**src/rtl/count_arb_pkg.sv**
```systemverilog
// Shared types and the round-robin pick helper for count_arbiter.
// The pick works on a fixed-size request vector so any NREQ up to MAX_NREQ can use it.
package count_arb_pkg;

    localparam int DEF_NREQ  = 2;
    localparam int DEF_WIDTH = 4;
    localparam int MAX_NREQ  = 8;
    localparam int MAX_IDXW  = 3;

    typedef enum logic [1:0] {
        IDLE = 2'd0,
        RUN  = 2'd1,
        DONE = 2'd2
    } state_t;

    typedef struct packed {
        logic                valid;
        logic [MAX_IDXW-1:0] idx;
    } pick_t;

    // The search starts one past the last winner and wraps modulo n.
    // The first requester found in that order wins.
    function automatic pick_t rr_pick(input logic [MAX_NREQ-1:0] req,
                                      input logic [MAX_IDXW-1:0] last,
                                      input int                  n);
        pick_t p;
        int    pos;
        p = '0;
        for (int k = 1; k <= MAX_NREQ; k++) begin
            pos = (int'(last) + k) % n;
            if (k <= n && !p.valid && req[pos]) begin
                p.valid = 1'b1;
                p.idx   = MAX_IDXW'(pos);
            end
        end
        return p;
    endfunction

endpackage

```
**src/rtl/tick_counter.sv**
```systemverilog
// Shared WIDTH-bit up counter; the arbiter owns its reset and enable.
module tick_counter #(
    parameter int WIDTH = 4
) (
    input  logic             clk,
    input  logic             reset,
    input  logic             enable,
    output logic [WIDTH-1:0] count
);

    always_ff @(posedge clk) begin
        if (reset)
            count <= '0;
        else if (enable)
            count <= count + WIDTH'(1);
    end

endmodule

```
**src/rtl/count_arbiter.sv**
```systemverilog
// Round-robin owner of one shared tick_counter: grant, clear, count to the
// requested length, pulse done, release.
//
// Handshake: a requester raises req and holds it until it sees done with its
// index on done_id; dropping req while granted aborts the run with no done.
module count_arbiter
    import count_arb_pkg::*;
#(
    parameter int NREQ  = DEF_NREQ,
    parameter int WIDTH = DEF_WIDTH
) (
    input  logic                    clk,
    input  logic                    reset,
    input  logic [NREQ-1:0]         req,
    input  logic [NREQ*WIDTH-1:0]   len,
    output logic [NREQ-1:0]         gnt,
    output logic                    busy,
    output logic                    done,
    output logic [$clog2(NREQ)-1:0] done_id,
    output logic [WIDTH-1:0]        count,
    output state_t                  dbg_state
);

    localparam int IDXW = $clog2(NREQ);

    state_t              state;
    logic [IDXW-1:0]     last_q;
    logic [WIDTH-1:0]    len_q;

    logic [MAX_NREQ-1:0] req_ext;
    logic [MAX_IDXW-1:0] last_ext;
    pick_t               pick;
    logic [IDXW-1:0]     win;
    logic [NREQ-1:0]     win_onehot;
    logic                held;
    logic                at_end;
    logic                cnt_reset;
    logic                cnt_enable;

    always_comb begin
        req_ext              = '0;
        req_ext[NREQ-1:0]    = req;
        last_ext             = '0;
        last_ext[IDXW-1:0]   = last_q;
        pick                 = rr_pick(req_ext, last_ext, NREQ);
        win                  = IDXW'(pick.idx);
        win_onehot           = '0;
        win_onehot[win]      = 1'b1;
        // last_q doubles as the current winner while RUN/DONE
        held                 = req[last_q];
        at_end               = (count == len_q);
        cnt_enable           = (state == RUN) && held && !at_end;
        cnt_reset            = reset || (state != RUN) || !held;
    end

    tick_counter #(
        .WIDTH (WIDTH)
    ) u_tick_counter (
        .clk    (clk),
        .reset  (cnt_reset),
        .enable (cnt_enable),
        .count  (count)
    );

    always_ff @(posedge clk) begin
        if (reset) begin
            state   <= IDLE;
            gnt     <= '0;
            busy    <= 1'b0;
            done    <= 1'b0;
            done_id <= '0;
            len_q   <= '0;
            last_q  <= IDXW'(NREQ - 1);
        end else begin
            done    <= 1'b0;
            done_id <= '0;
            case (state)
                IDLE: begin
                    if (pick.valid) begin
                        state  <= RUN;
                        gnt    <= win_onehot;
                        busy   <= 1'b1;
                        len_q  <= len[win*WIDTH +: WIDTH];
                        last_q <= win;
                    end
                end
                RUN: begin
                    if (!held) begin
                        state <= IDLE;
                        gnt   <= '0;
                        busy  <= 1'b0;
                    end else if (at_end) begin
                        state   <= DONE;
                        done    <= 1'b1;
                        done_id <= last_q;
                    end
                end
                DONE: begin
                    state <= IDLE;
                    gnt   <= '0;
                    busy  <= 1'b0;
                end
                default: begin
                    state <= IDLE;
                    gnt   <= '0;
                    busy  <= 1'b0;
                end
            endcase
        end
    end

    assign dbg_state = state;

endmodule

```
**config.mk**
```make
export PLATFORM = sky130hd
export DESIGN_NAME = count_arbiter
export DESIGN_NICKNAME = d
export VERILOG_FILES = /design/src/rtl/count_arb_pkg.sv /design/src/rtl/tick_counter.sv /design/src/rtl/count_arbiter.sv
export SDC_FILE = /design/constraint.sdc
export NUM_CORES = 1
export LEC_CHECK = 0
export BUFFER_PORTS_ARGS = -buffer_cell sky130_fd_sc_hd__buf_2
export CAP_MARGIN = 20
export CORE_AREA = 10 10 53 55
export DETAILED_ROUTE_END_ITERATION = 16
export DIE_AREA = 0 0 63 65
export MAX_ROUTING_LAYER = met4
export PLACE_DENSITY = 0.79
export SYNTH_ARGS = -nofsm -noshare
export SYNTH_HDL_FRONTEND = slang
export SYNTH_HIERARCHICAL = 1
export SYNTH_SLANG_ARGS = --single-unit
```
**constraint.sdc**
```tcl
create_clock -name clk -period 1.61 [get_ports clk]
set_input_delay 0.161 -clock clk [delete_from_list [all_inputs] [get_ports clk]]
set_output_delay 0.161 -clock clk [all_outputs]
set_load 0.005 [all_outputs]
```
==> summary.txt <==
ranking of synthesized cells by area -> dfxtp_1 44%, xnor2_1 6.0%, a221o_1 5.5%, and4_2 5.5%, nor2_1 3.6%
die height -> 65 um
Crit path arrival time -> 1.69 ns
clk sinks -> 16
DP Cell Count -> 125
final worst slack -> 0.09001 ns
CTS clk-pin slew, worst paths -> 0.09 ns
most frequent cells in the layout -> 22 x buf_2, 14 x dfxtp_1, 7 x nor2_1
max_slew headroom -> 75.63%
CTS hold repair buffers -> 0
final setup fails -> 0
dpl cell area -> 893.4 sq um
Peak VDD IR -> 0.3655 mV
final net count -> 116
syn avg cell area -> 9.941 sq um
status -> complete, no violations
Worst Path Max Fanout -> 5
Layout Skew -> 0.008594 ns
FMAX -> 657.9 MHz
worst slew pin tran -> 0.3635 ns
Pwr Total -> 821.2 uW
Core Area -> 1862 sq um
CTS H-tree lvls -> 1
Worst setup SP type -> flop
Port Buffers -> 22
Max-cap violations -> 0
Cell Pwr Density -> 882.2 nW/um^2
Die ar. -> 4095 sq um
fin crit share -> 94.41%
global-route wire length before repair -> 2849 um
leading cell type in the layout, fill and taps excluded -> buf_2
post-synthesis register bit count -> 16
final critical-path required period -> 1.520 ns
num rows -> 16
Yosys top cell area share -> 44.14%
CP Data Required Time -> 1.78 ns
Hold Crit Class -> in2reg
Post-route DRC -> 0
clk_lat worst skew -> 0.28 ns
Routed Antenna Nets -> 0
sequential-to-total area share from yosys stat -> 44.14%
clock root cell -> clkbuf_4
DP Worst Slack -> -0.02280 ns
Post-CTS Repair Setup Buffers -> 0
number of global-route vias before repair -> 647
average wire per standard cell -> 13.05 um
Final Instance Count excl. Fillers -> 128
Mapped Nets -> 86
gr busiest metal -> met2
Die W -> 63 um
Yosys top cell by area -> dfxtp_1
starting DRC count in detailed routing -> 12
Vias -> 644
vias per inst -> 5.031
gr ovfl total -> 0
grt met1 use -> 9.747%
count of cell types in the netlist -> 28
Area Growth Syn to Fin -> 28.28%
initial core utilization -> 38.98%
worst hold slack -> 0.1033 ns
leak pwr -> 0.4191 nW
Yosys warnings -> 6
gr usage total -> 8.460%
critical path class -> reg2reg
final hold violations -> 0
Max Slew Vio Count -> 0
Critical Path Sink Type -> flop
initial antenna violation count -> 0
share of layout cells above drive strength 1 -> 44.55%
mapped cell area -> 725.7 sq um
# IOs -> 23
Mapped Cells -> 73
HPWL after DPL -> 1403 um
GRT met2 Usage -> 13.71%
CTS tree -> built
design area -> 930.9 sq um
largest net degree at the start of global routing -> 11
final WL -> 1670 um
total CTS buffers -> 3
first-pass iteration count of the detailed router -> 2
met3 Use GR -> 1.203%
CTS max path bufs -> 2
RSZ-0062 raised after global routing -> false
Inserted Diodes -> 0
Placer Congestion -> 0.8500
-- cells by family (layout without fill, tap and decap cells) --
family / Yosys count / in the layout / share of synthesized area, %
compound gates: 14 / 14 / 14.31
mux: 3 / 3 / 4.999
flops: 16 / 16 / 44.14
simple gates: 32 / 32 / 26.73
buf+inv: 2 / 30 / 2.068
fa+ha+maj: 1 / 1 / 1.724
xor+xnor: 5 / 5 / 6.034
-- cell type report --
class / count / area (sq um)
Clock buffer: 3 / 22.52
Timing Repair Buffer: 26 / 140.1
Sequential cell: 16 / 322.8
Multi-Input combinational cell: 55 / 407.9
Fill cell: 177 / 930.9
Tap cell: 27 / 33.78
Inverter: 1 / 3.754
-- critical path, stage by stage, from the launching register on --
cell     delay, ns
dfxtp_1       0.34
xnor2_1       0.14
and4_1        0.24
nor3_4        0.23
nand4_2       0.14
mux2_4        0.31
-- stage by stage --
step | TNS (ns) | util, %
after floorplan | 0 | -
after global placement | 0 | 47.98
after detailed placement | -0.02280 | 47.98
after CTS | 0 | 49.53
after global routing | 0 | 50.00
final | 0 | 50.00
-- per-layer routing --
metal  wire length (um)  vias up
li1                   -      327
met1                797      294
met2                789       19
met3                 58        4
met4                 25        0
met5                  0        -
-- path summary, 6_finish.rpt --
path,from,end,slack (ns),cells after the start
max,len_q[3],u_tick_counter/count[3],0.09,5
min,len[0],len_q[0],0.10,2
max reg2reg,len_q[3],u_tick_counter/count[3],0.09,5
min reg2reg,gnt[0],gnt[0],0.47,2
-- flip-flops by register name, summed over array words and instances (netlist names) --
name	cells
last_q	1
u_tick_counter/count	4
done	1
gnt	2
busy	1
dbg_state	2
done_id	1
len_q	4
-- synthesized netlist by cell type, drive strengths merged --
cell,count
buf,1
mux2,2
inv,1
o21bai,2
nor2b,1
nand3,2
dfxtp,16
nand3b,1
o21ai,3
a221o,4
a21bo,1
mux2i,1
nand2b,1
a21oi,4
xnor2,5
nand4,2
nand2,6
nor3,5
and4,5
ha,1
and3,1
nor2,7
or2,1
-- repair_timing --
item,4_1_cts,5_1_grt
resized for setup,1,4
setup endpoints to repair,1,1
pin swaps,0,2
gates cloned,0,0
-- power breakdown --
group	switching, mW	internal, mW
Clock	0.116	0.0867
Combinational	0.0840	0.0781
Sequential	0.0292	0.427
(Power assumes the default switching activity.)
